[src/rtl/fmdll_lock_ctrl.sv]
// fmdll_lock_ctrl -- lock sequencer for the FMDLL core.
//
// Validates an N/M multiplication request, resets the DLL, lets it settle,
// then binary-searches the delay-line code from phase-detector feedback
// until the PD reports in-band LOCK_CNT times in a row at unit step.
//
// Ports:
//   clk_ext            reference clock, all logic on the rising edge
//   rst_n              synchronous active-low reset
//   cfg_valid/ready    config handshake; cfg_n (4b) / cfg_m (2b) request
//   pd_up / pd_dn      phase detector: raise / lower the delay code
//   dll_n / dll_m      multiplication factors applied to the core
//   dll_rst_n          core reset, low in IDLE and for 2 cycles in APPLY
//   dcode              delay-line control code (CODE_W bits)
//   locked             lock achieved
//   cfg_err            one-cycle pulse on an illegal config request
//   lock_fail          search exhausted (held until reconfig or reset)
//
// Build option: define FMDLL_DRIFT_TRACK_EN to keep sampling PD while
// locked and re-enter the search on DRIFT_TH same-direction samples.

module fmdll_lock_ctrl #(
    parameter int unsigned CODE_W     = 6,
    parameter int unsigned SETTLE_CYC = 16,
    parameter int unsigned LOCK_CNT   = 8,
    parameter int unsigned MAX_ITER   = 64,
    parameter int unsigned DRIFT_TH   = 4
) (
    input  logic              clk_ext,
    input  logic              rst_n,
    input  logic              cfg_valid,
    output logic              cfg_ready,
    input  logic [3:0]        cfg_n,
    input  logic [1:0]        cfg_m,
    input  logic              pd_up,
    input  logic              pd_dn,
    output logic [3:0]        dll_n,
    output logic [1:0]        dll_m,
    output logic              dll_rst_n,
    output logic [CODE_W-1:0] dcode,
    output logic              locked,
    output logic              cfg_err,
    output logic              lock_fail
);

    localparam int unsigned WCNT_W = $clog2(SETTLE_CYC + 1);
    localparam int unsigned LCNT_W = $clog2(LOCK_CNT + 1);
    localparam int unsigned ECNT_W = $clog2(MAX_ITER + 1);

    localparam logic [CODE_W-1:0] CODE_MID  = {1'b1, {(CODE_W-1){1'b0}}};
    localparam logic [CODE_W-1:0] STEP_INIT = CODE_MID >> 1;
    localparam logic [CODE_W-1:0] STEP_ONE  = {{(CODE_W-1){1'b0}}, 1'b1};
    localparam logic [WCNT_W-1:0] WAIT_LAST = WCNT_W'(SETTLE_CYC - 1);

    // Elaboration-time guard on parameter ranges the counters rely on.
    if (CODE_W < 2 || SETTLE_CYC < 2 || LOCK_CNT < 1 || MAX_ITER < 1 || DRIFT_TH < 1) begin : g_param_check
        $error("fmdll_lock_ctrl: illegal parameter value");
    end

    typedef enum logic [2:0] {
        S_IDLE, S_APPLY, S_SETTLE, S_SEARCH, S_LOCKED, S_FAIL
    } state_e;

    state_e             state_q, state_d;
    logic [3:0]         dll_n_q, dll_n_d;
    logic [1:0]         dll_m_q, dll_m_d;
    logic [CODE_W-1:0]  dcode_q, dcode_d;
    logic [CODE_W-1:0]  step_q, step_d;
    logic [WCNT_W-1:0]  wcnt_q, wcnt_d;
    logic [LCNT_W-1:0]  inband_q, inband_d;
    logic [ECNT_W-1:0]  eval_q, eval_d;
    logic               cfg_err_q, cfg_err_d;

    logic               cfg_legal, move_up, move_dn, accept_win;

`ifdef FMDLL_DRIFT_TRACK_EN
    localparam int unsigned DCNT_W = $clog2(DRIFT_TH + 1);
    logic [DCNT_W-1:0]  drift_cnt_q, drift_cnt_d;
    logic               drift_up_q, drift_up_d;
`endif

    function automatic logic [CODE_W-1:0] sat_add(input logic [CODE_W-1:0] a,
                                                  input logic [CODE_W-1:0] b);
        logic [CODE_W:0] s;
        s = {1'b0, a} + {1'b0, b};
        return s[CODE_W] ? '1 : s[CODE_W-1:0];
    endfunction

    function automatic logic [CODE_W-1:0] sat_sub(input logic [CODE_W-1:0] a,
                                                  input logic [CODE_W-1:0] b);
        return (a < b) ? '0 : a - b;
    endfunction

    assign cfg_legal  = (cfg_n inside {4'd1, 4'd4, 4'd5, 4'd8, 4'd10}) && (cfg_m != 2'd0);
    assign move_up    = pd_up & ~pd_dn;
    assign move_dn    = pd_dn & ~pd_up;
    assign accept_win = (state_q == S_IDLE) || (state_q == S_LOCKED) || (state_q == S_FAIL);

    always_comb begin
        logic [LCNT_W-1:0] inband_nxt;
        logic [ECNT_W-1:0] eval_nxt;

        state_d    = state_q;
        dll_n_d    = dll_n_q;
        dll_m_d    = dll_m_q;
        dcode_d    = dcode_q;
        step_d     = step_q;
        wcnt_d     = wcnt_q;
        inband_d   = inband_q;
        eval_d     = eval_q;
        cfg_err_d  = 1'b0;
        inband_nxt = inband_q;
        eval_nxt   = eval_q + 1'b1;
`ifdef FMDLL_DRIFT_TRACK_EN
        drift_cnt_d = drift_cnt_q;
        drift_up_d  = drift_up_q;
`endif

        unique case (state_q)
            S_APPLY: begin
                if (wcnt_q == WCNT_W'(1)) begin
                    state_d = S_SETTLE;
                    wcnt_d  = '0;
                end else begin
                    wcnt_d  = wcnt_q + 1'b1;
                end
            end
            S_SETTLE: begin
                // Leaving with the wait counter already expired makes the
                // first evaluation happen on the first SEARCH cycle: the
                // settle period itself follows the midpoint reload.
                if (wcnt_q == WAIT_LAST) begin
                    state_d  = S_SEARCH;
                    step_d   = STEP_INIT;
                    inband_d = '0;
                    eval_d   = '0;
                end else begin
                    wcnt_d   = wcnt_q + 1'b1;
                end
            end
            S_SEARCH: begin
                if (wcnt_q == WAIT_LAST) begin
                    // Evaluations are uniformly spaced SETTLE_CYC apart.
                    wcnt_d = '0;
                    eval_d = eval_nxt;
                    if (move_up)      dcode_d = sat_add(dcode_q, step_q);
                    else if (move_dn) dcode_d = sat_sub(dcode_q, step_q);
                    if (step_q == STEP_ONE)
                        inband_nxt = (move_up || move_dn) ? '0 : inband_q + 1'b1;
                    inband_d = inband_nxt;
                    step_d   = (step_q > STEP_ONE) ? (step_q >> 1) : STEP_ONE;
                    if (inband_nxt == LCNT_W'(LOCK_CNT)) begin
                        state_d = S_LOCKED;
`ifdef FMDLL_DRIFT_TRACK_EN
                        drift_cnt_d = '0;
`endif
                    end else if (eval_nxt == ECNT_W'(MAX_ITER)) begin
                        state_d = S_FAIL;
                    end
                end else begin
                    wcnt_d = wcnt_q + 1'b1;
                end
            end
            S_LOCKED: begin
`ifdef FMDLL_DRIFT_TRACK_EN
                if (wcnt_q == WAIT_LAST) begin
                    wcnt_d = '0;
                    if (move_up || move_dn) begin
                        drift_up_d  = move_up;
                        drift_cnt_d = (drift_cnt_q != '0 && drift_up_q == move_up)
                                      ? drift_cnt_q + 1'b1 : DCNT_W'(1);
                        if (drift_cnt_d == DCNT_W'(DRIFT_TH)) begin
                            dcode_d     = move_up ? sat_add(dcode_q, STEP_ONE)
                                                  : sat_sub(dcode_q, STEP_ONE);
                            state_d     = S_SEARCH;
                            step_d      = STEP_ONE;
                            inband_d    = '0;
                            eval_d      = '0;
                            drift_cnt_d = '0;
                        end
                    end else begin
                        drift_cnt_d = '0;
                    end
                end else begin
                    wcnt_d = wcnt_q + 1'b1;
                end
`endif
            end
            default: ;
        endcase

        // Config handshake overrides any drift activity in the same cycle.
        if (accept_win && cfg_valid) begin
            if (cfg_legal) begin
                state_d = S_APPLY;
                dll_n_d = cfg_n;
                dll_m_d = cfg_m;
                dcode_d = CODE_MID;
                wcnt_d  = '0;
            end else begin
                state_d   = state_q;
                dcode_d   = dcode_q;
                wcnt_d    = wcnt_q;
                step_d    = step_q;
                inband_d  = inband_q;
                eval_d    = eval_q;
                cfg_err_d = 1'b1;
`ifdef FMDLL_DRIFT_TRACK_EN
                drift_cnt_d = drift_cnt_q;
                drift_up_d  = drift_up_q;
`endif
            end
        end
    end

    always_ff @(posedge clk_ext) begin
        if (!rst_n) begin
            state_q   <= S_IDLE;
            dll_n_q   <= 4'd1;
            dll_m_q   <= 2'd1;
            dcode_q   <= CODE_MID;
            step_q    <= STEP_INIT;
            wcnt_q    <= '0;
            inband_q  <= '0;
            eval_q    <= '0;
            cfg_err_q <= 1'b0;
`ifdef FMDLL_DRIFT_TRACK_EN
            drift_cnt_q <= '0;
            drift_up_q  <= 1'b0;
`endif
        end else begin
            state_q   <= state_d;
            dll_n_q   <= dll_n_d;
            dll_m_q   <= dll_m_d;
            dcode_q   <= dcode_d;
            step_q    <= step_d;
            wcnt_q    <= wcnt_d;
            inband_q  <= inband_d;
            eval_q    <= eval_d;
            cfg_err_q <= cfg_err_d;
`ifdef FMDLL_DRIFT_TRACK_EN
            drift_cnt_q <= drift_cnt_d;
            drift_up_q  <= drift_up_d;
`endif
        end
    end

    assign cfg_ready = accept_win;
    assign dll_n     = dll_n_q;
    assign dll_m     = dll_m_q;
    assign dll_rst_n = (state_q != S_IDLE) && (state_q != S_APPLY);
    assign dcode     = dcode_q;
    assign locked    = (state_q == S_LOCKED);
    assign lock_fail = (state_q == S_FAIL);
    assign cfg_err   = cfg_err_q;

endmodule

[config.mk]
export PLATFORM = sky130hd
export DESIGN_NAME = fmdll_lock_ctrl
export DESIGN_NICKNAME = d
export VERILOG_FILES = /design/src/rtl/fmdll_lock_ctrl.sv
export SDC_FILE = /design/constraint.sdc
export NUM_CORES = 1
export LEC_CHECK = 0
export ABC_AREA = 1
export CAP_MARGIN = 25
export CORE_MARGIN = 2
export CORE_UTILIZATION = 35
export DETAILED_ROUTE_END_ITERATION = 12
export HOLD_SLACK_MARGIN = 0.05
export PLACE_DENSITY = 0.52
export SETUP_SLACK_MARGIN = 0.05
export SYNTH_ARGS = -nofsm -noshare
export SYNTH_HDL_FRONTEND = slang
export SYNTH_SLANG_ARGS = --single-unit
[constraint.sdc]
create_clock -name clk_ext -period 2.8 [get_ports clk_ext]
set_input_delay 0.56 -clock clk_ext [delete_from_list [all_inputs] [get_ports clk_ext]]
set_output_delay 0.56 -clock clk_ext [all_outputs]
set_load 0.03 [all_outputs]
# Word-level counts from Yosys, hierarchy flattened
# Index checks and enable logic that the tools add are counted.
# W data, S select, Z words.
[totals]
wordCells = 104
reg_bits = 38
out_inout_bits = 17
[classes]
eq_ne = 22
bitwise = 4
reduce_logical = 19
n_mux = 43
add_sub_neg = 5
n_lt_le_gt_ge = 2
[op_table]
columns = ["cell", "n"]
rows = [
  ["$mux W6", 12],
  ["$mux W4", 8],
  ["$mux W5", 6],
  ["$mux W7", 4],
  ["$mux W3", 7],
  ["$pmux W5 S3", 1],
  ["$pmux W7 S2", 1],
  ["$eq A4 B4 Y1 const B", 3],
  ["$ne A3 B3 Y1 const B", 4],
  ["$pmux W6 S2", 1],
  ["$pmux W3 S3", 1],
  ["$eq A4 B3 Y1 const B", 2],
  ["$pmux W4 S2", 1],
  ["$add A6 B6 Y7", 1],
  ["$add A7 B1 Y7 const B", 1],
  ["$eq A7 B7 Y1 const B", 1],
  ["$eq A3 B2 Y1 const B", 2],
  ["$eq A3 B3 Y1 const B", 2],
  ["$eq A6 B1 Y1 const B", 1],
  ["$gt A6 B1 Y1 const B", 1],
  ["$lt A6 B6 Y1", 1],
  ["$reduce_and A6 Y1", 1],
  ["$reduce_bool A2 Y1", 3],
  ["$reduce_bool A3 Y1", 2],
  ["21 further kinds", 28],
]

# Longest topological paths before layout
[logic_depth]
depth_word = 12
mapped_depth = 14
depth_no_buf = 14

# Worst setup path before layout
# OpenSTA, ideal clock, no wires.
[synth_timing]
path_type = "flip-flop to flip-flop"
from = "reg dcode_q[0], in the netlist dcode[0]"
to = "reg dcode_q[1], in the netlist dcode[1]"
slack_ns = 0.891
t_arrival_ns = 1.781
setup_ns = 0.128
path_stages_with_launch = 15
cell_sequence = "dfxtp_1 > inv_1 > ha_1 > inv_1 > fa_1 > nand3_1 > nand2_1 > a21oi_1 > nand2_1 > nand2_1 > inv_2 > o21ai_0 > nor2_1 > nor2_1 > nor2_1"
[synth_via]
elab_chain_cells = 7
elab_cells_between_ends = 10
classes_between = "2 x add/sub; 1 x order compare; 7 x mux"
[synth_lines]
columns = ["element", "line_no", "rtl"]
rows = [
  ["start: declaration", "67", "logic [CODE_W-1:0] dcode_q, dcode_d;"],
  ["start signal: assignment", "235", "dcode_q <= dcode_d;"],
  ["$sub A6 B6 Y6 / $lt A6 B6 Y1 (equally long branches)", "91", "return (a < b) ? '0 : a - b;"],
  ["$mux W6", "91", ""],
  ["$mux W6", "147", "else if (move_dn) dcode_d = sat_sub(dcode_q, step_q);"],
  ["$mux W6 *", "146", "if (move_up) dcode_d = sat_add(dcode_q, step_q);"],
  ["$mux W6 *", "142", "if (wcnt_q == WAIT_LAST) begin"],
  ["$mux W6 *", "119", "unique case (state_q)"],
  ["$mux W6 *", "193", "if (accept_win && cfg_valid) begin"],
]
# Every way passes the cells marked *; elsewhere a longest branch is shown, timed or not. The select of a mux whose other input is x is not followed.
# A chain may end at the register's enable or synchronous reset.

# Final worst setup path
[layout_timing]
from = "reg state_q[0]"
to = "out lock_fail"
[layout_via]
elab_chain_cells = 1
[layout_lines]
columns = ["element", "line_no", "rtl"]
rows = [
  ["start: declaration", "64", "state_e state_q, state_d;"],
  ["start signal: assignment", "232", "state_q <= state_d;"],
  ["$eq A3 B3 Y1", "254", "assign lock_fail = (state_q == S_FAIL);"],
  ["end: declaration", "43", "output logic lock_fail"],
]
# No other way between the ends.

==> flow_summary.yaml <==
outcome:
  outcome: "completed"
route:
  drc: 0
  wl_per_cell_um: 11.58
  routed_via_density: 4.722
  dr_total_vias: 2328
  first_pass_iters: 4
  postRouteAntennaNets: 0
  first_iter_violations: 75
  routed_wirelength_mm: 5.707
pwr:
  p_seq_share_pct: 36.9
  intPower_w: 0.001070
  clkPwrFrac_pct: 27.7
  comb_power_share_pct: 35.4
  p_switching_w: 0.0006334
  powerDensity_nw_per_um2: 575.9
  peakVddDrop_mv: 0.5352
  leakage_nw: 1.252
  switching_share_pct: 37.18
floorplanning:
  die_width_um: 88.16
  start_util_pct: 36.28
  core_um2: 6832
  die-area_um2: 7771
  fp-row-count: 30
  die_h_um: 88.16
  io_pins: 28
setup_path:
  worstPathRequired_ps: 2240
  crit_path_end_kind: "output port"
  crit_type: "reg -> out"
  cp_max_fo: 5
  start_kind: "flip-flop"
  arrival_ps: 1800
timing:
  setup_violations: 0
  skew_ps: 6.264
  period_share_pct: 84.23
  relSlewSlack_pct: 48.99
  finalHoldViolCount: 0
  rsz0062_at_grt: "false"
  clock.fmax_mhz: 424.0
  finalMaxSlewViolations: 0
  tightest_slew_ps: 764.2
  finalCriticalPeriod_ps: 2358
  setup_tns_ps: 0
  hold_ws_ps: 471.6
clocking:
  post_cts_resized: 0
  clk_latency_ps: 290
  cts_root_buffer: "clkbuf_8"
  cts.sinks: 37
  post_cts_buffers: 0
  clk_path_buf_depth: 2
  cts_buffers: 5
  cts-hold-fix-buffers: 0
  ctsHtreeMaxLevel: 2
  clkTransAtPathRegs_ps: 80
  cts_tree: "built"
placement:
  place_congestion: 0.8774
  dp_cells: 485
  io_buffer_count: 27
  dp_hpwl_mm: 4.258
  place_area_um2: 2843
final_layout:
  final_util_pct: 43.30
  fin_cells: 493
  drive_gt1_share_pct: 9.068
  n_antenna_cell: 0
  final_nets: 426
  fin_area_um2: 2958
  synthToLayoutAreaGrowth_pct: 19.33
yosys:
  synth_edf_count: 0
  synth_top_area_share_pct: 29.88
  yosysWarningCount: 0
  synth_flop_cell: "dfxtp_1"
  yosysSeqAreaShare_pct: 29.88
  async_flop_share_pct: 0
  synth.avg_cell_area_um2: 6.735
  syn_nets: 398
  netlist_area_um2: 2479
  synth_largest_area_cell: "dfxtp_1"
  synth_cell_types: 37
  netlist_top_cells_area: "dfxtp_1 30%, nand2_1 14%, ha_1 8.6%, inv_1 7.3%, a21oi_1 6.7%"
  syn_inst: 368
  ys_seq_elements: 37
run:
  maxCapViolCount: 0
global_route:
  track_usage_pct: 16.26
  grt_max_degree: 22
  grt_overflow: 0
  grt_pass1_wl_mm: 9.991
  grt_pass1_vias: 2152
  antenna_found_initial: 0
worst_hold_path:
  hp-class: "reg -> reg"
-- critical path: stages, from the launching register on --
cell	delay [ps]
dfxtp_1	470
inv_1	150
nor3_1	190
clkdlybuf4s50_1	690
-- cell usage in the layout, fill, tap and decap left out, drive strengths merged --
master and count:
nand2 104, inv 52, nor2 43, dfxtp 37, a21oi 35, clkdlybuf4s50 27, nand3 22, ha 17
o21ai 13, nand4 11, nor3 5, xor2 5, clkbuf 5, o211ai 3, nand3b 2, o22ai 2
fa 2, o21bai 1, a21o 1, or2 1, o2111ai 1, a211oi 1, a31oi 1, xnor2 1
nor3b 1, clkinvlp 1, clkinv 1, bufinv 1, buf 1
-- final timing paths --
check | startpoint | endpoint | slack, ps | cells past startpoint
setup / recovery | state_q[0] | lock_fail | 440 | 3
hold / removal | dll_n[3] | dll_n[3] | 470 | 2
setup reg to reg | step_q[3] | dcode[3] | 710 | 13
hold reg to reg | dll_n[3] | dll_n[3] | 470 | 2
-- registers in the layout, summed over array words and instances (netlist names) --
| register | cells |
|---|---|
| inband_q | 4 |
| dll_m | 2 |
| state_q | 3 |
| cfg_err | 1 |
| dll_n | 4 |
| step_q | 5 |
| dcode | 6 |
| wcnt_q | 5 |
| eval_q | 7 |
-- per-layer routing --
| layer | share of wire [%] | track usage (%) |
|---|---|---|
| met5 | 0 | 0 |
| met4 | 0.58 | 4.132 |
| met3 | 3.9 | 4.336 |
| met2 | 43 | 23.83 |
| met1 | 52 | 23.63 |
-- stage by stage --
stage | total power, W | setup WS (ps)
floorplan | 0.001072 | 891.1
global placement | 0.001243 | 433.0
detailed placement | 0.001245 | 388.2
CTS | 0.001728 | 409.3
global route | 0.001817 | 300.8
finish | 0.001703 | 441.5
-- area by class of cell --
type | count | area [µm²]
Clock buffer | 5 | 68.82
Clock inverter | 3 | 46.29
Fill cell | 741 | 3874
Inverter | 52 | 197.7
Multi-Input combinational cell | 272 | 1506
Sequential cell | 37 | 740.7
Tap cell | 96 | 120.1
Timing Repair Buffer | 28 | 277.8
-- cells in the mapped netlist (4+ instances only) --
library cell / n
nand4_1: 11
nand3_1: 21
nor3_1: 5
a21oi_1: 33
nand2_2: 8
dfxtp_1: 37
nor2_2: 4
nor2_1: 37
o21ai_0: 11
inv_1: 48
ha_1: 17
xor2_1: 5
nand2_1: 93
-- power by group through the flow --
stage	Sequential [W]	Combinational (W)	Clock (W)
3_3_place_gp	0.000641	0.000602	0
4_1_cts	0.000630	0.000608	0.000490
2_1_floorplan	0.000661	0.000411	0
6_report	0.000629	0.000603	0.000472
5_1_grt	0.000637	0.000665	0.000515
3_5_place_dp	0.000641	0.000604	0
-- kinds of logic (layout without fill, tap and decap cells) --
kind of cell | Yosys count | count (layout) | share of synthesized area (%)
fa+ha+maj | 19 | 19 | 10.20
xor+xnor | 6 | 6 | 2.120
buf+inv | 59 | 88 | 9.339
simple gates | 189 | 189 | 35.08
compound gates | 58 | 58 | 13.38
flops | 37 | 37 | 29.88
No activity file was read; power rests on OpenSTA's default activity.
==> edit (same settings) <==
Set the parameter `MAX_ITER` to 32 (it was 64).
--- a/src/rtl/fmdll_lock_ctrl.sv
+++ b/src/rtl/fmdll_lock_ctrl.sv
@@ -24,5 +24,5 @@
     parameter int unsigned SETTLE_CYC = 16,
     parameter int unsigned LOCK_CNT   = 8,
-    parameter int unsigned MAX_ITER   = 64,
+    parameter int unsigned MAX_ITER   = 32,
     parameter int unsigned DRIFT_TH   = 4
 ) (
Formal check against the unedited RTL: no difference found for any inputs over 10 cycles, from zero or initial values and one cycle with rst_n low; that may be too few to reach the edited logic, so the function may still have changed.
==> edit against the unedited design <==
- power down 10%
- worst setup slack worse by 0.013 ns
- final area down 1.5%
- maximum frequency down 0.54%
- synthesized area down 1.3%
- sequential cell count down 1
- clock skew up 0.0020 ns
- count of clock-buffer cells in the layout up 2
- critical path depth unchanged
- wire length down 4.4%
- critical endpoint unchanged
- largest power group unchanged
==> edit: results (changes against the unedited design) <==
----------------------------------------------------
[Global route]
  Antenna violations before repair ... 0 (unchanged)
  Wire length of the first global-routing pass ... 9560 µm (was 9990 µm)
  Maximum number of pins on one net before global-route repair ... 20 (was 22)
  GRT Total Usage ... 15.6% (was 16.3%)
  Via count of the first global-routing pass ... 2087 (was 2152)

[Placement]
  Placement Cell Area ... 2820 µm² (was 2840 µm²)
  HPWL after detailed placement ... 4210 µm (was 4260 µm)
  Global placer's final weighted congestion ... 0.835 (was 0.877)
  Pre-CTS worst setup slack ... 0.370 ns (was 0.388 ns)

[Clocking]
  Source-to-sink clock delay at the later pin of the worst-skew pair ... 0.29 ns (about the same)
  Maximum number of buffers from clock root to sink ... 2 (unchanged)
  Setup fix buffers added after clock tree synthesis ... 0 (unchanged)
  Cts repair resizes ... 0 (unchanged)
  H-tree lvl count ... 2 (unchanged)

[Drt]
  Initial DRT Pass Iterations ... 4 (unchanged)
  First-iteration detailed-routing DRC count ... 99 (was 75)
  Total wire length after detailed routing ... 5460 µm (was 5710 µm)
  Via-per-instance ratio ... 4.72 (about the same)

[Critical path]
  Maximum fanout encountered on the critical timing path ... 6 (was 5)
  Max stage delay on crit path ... 0.70 ns

[Synth]
  Top cells by area, synth ... sky130_fd_sc_hd__dfxtp_1, sky130_fd_sc_hd__nand2_1, sky130_fd_sc_hd__ha_1, sky130_fd_sc_hd__a21oi_1, sky130_fd_sc_hd__inv_1 (was sky130_fd_sc_hd__dfxtp_1, sky130_fd_sc_hd__nand2_1, sky130_fd_sc_hd__ha_1, sky130_fd_sc_hd__inv_1, sky130_fd_sc_hd__a21oi_1)
  Xor and xnor fraction of the mapped netlist area ... 1.79% (was 2.12%)
  Fraction of registers with async set/reset ... 0% (unchanged)
  Share of synthesized cell area in full adder, half adder and majority cells ... 10.3% (was 10.2%)
  Synthesized netlist net count ... 392 (was 398)
  Count of unique library cells instantiated by Yosys ... 36 (was 37)
  Leading cell types by count after synthesis ... sky130_fd_sc_hd__nand2_1, sky130_fd_sc_hd__inv_1, sky130_fd_sc_hd__dfxtp_1, sky130_fd_sc_hd__nor2_1, sky130_fd_sc_hd__a21oi_1 (unchanged)
  Part of the Yosys area used for sequential elements ... 29.4% (was 29.9%)
  Share of the synthesized area in compound gates (AO/OA/AOI/OAI) ... 14.0% (was 13.4%)

[Status]
  Run status ... completed (unchanged)

[STA]
  Worst Max-Slew Pin Slew ... 0.526 ns (was 0.764 ns)
  Clock skew ... 0.00826 ns (was 0.00626 ns)

[Final layout]
  Final nets ... 423 (was 426)
  FILL cells ... 705 (was 741)
  Ratio of cells with drive above 1 in the final layout ... 9.14% (was 9.07%)

[Power]
  Static leakage power ... 1.26 nW (was 1.25 nW)
  Max rail drop VDD ... 363 µV (was 535 µV)

----------------------------------------------------
edit: changes by cell type after synthesis, sizes merged, moves of 2 or more:
cell / before / now
nor3: 5 / 3
nor2: 43 / 41
clkinv: 0 / 2
inv: 52 / 49
nand3: 22 / 27
nand3b: 2 / 0
buf: 4 / 2
edit: through the flow:
stage          cells  utilization (%)  hold WS (ns)
5_1_grt          490             42.9         0.520
6_report         490             42.9         0.485
3_3_place_gp     482             41.5         0.466
2_1_floorplan    362                -         0.459
3_5_place_dp     482             41.5         0.476
4_1_cts          490             42.9         0.489
edit: kinds of logic (layout without fill, tap and decap cells):
family,count (synthesis),in the layout
compound gates,59,59
flops,36,36
buf+inv,56,88
fa+ha+maj,19,19
xor+xnor,5,5
simple gates,187,187
edit: final timing paths:
| kind | slack (ns) | endpoint | depth (start not counted) | from |
|---|---|---|---|---|
| max | 0.43 | lock_fail | 3 | state_q[0] |
| min | 0.49 | dll_m[1] | 2 | dll_m[1] |
| max reg2reg | 0.77 | dcode[1] | 13 | step_q[0] |
| min reg2reg | 0.49 | dll_m[1] | 2 | dll_m[1] |
edit: report_power, final:
group          switching (W)  internal (W)  total [W]
sequential         0.0000430      0.000557   0.000600
clock               0.000188      0.000200   0.000388
combinational       0.000338      0.000205   0.000543
edit: layer usage:
layer / up-vias / track usage (%) / part of all wire, %
li1: 1242 / - / -
met1: 1030 / 21.7 / 51
met2: 36 / 24.0 / 45
met3: 5 / 4.15 / 3.6
met4: 0 / 3.92 / 0.81
met5: - / 0 / 0
edit: final cells by class:
class	instances	area (µm²)	share of cell area, %
Multi-Input combinational cell	270	1500	51.3
Sequential cell	36	721	24.7
Timing Repair Buffer	29	285	9.79
Inverter	51	198	6.79
Tap cell	96	120	4.12
Clock buffer	7	86.3	2.96
Clock inverter	1	7.51	0.258
edit: worst reg2reg max path: cells and delay by family (launching register included):
family          cells  cell delay (ns)
compound gates      2             0.25
flops               1             0.42
fa+ha+maj           2             0.61
simple gates        7             0.52
buf+inv             2             0.14
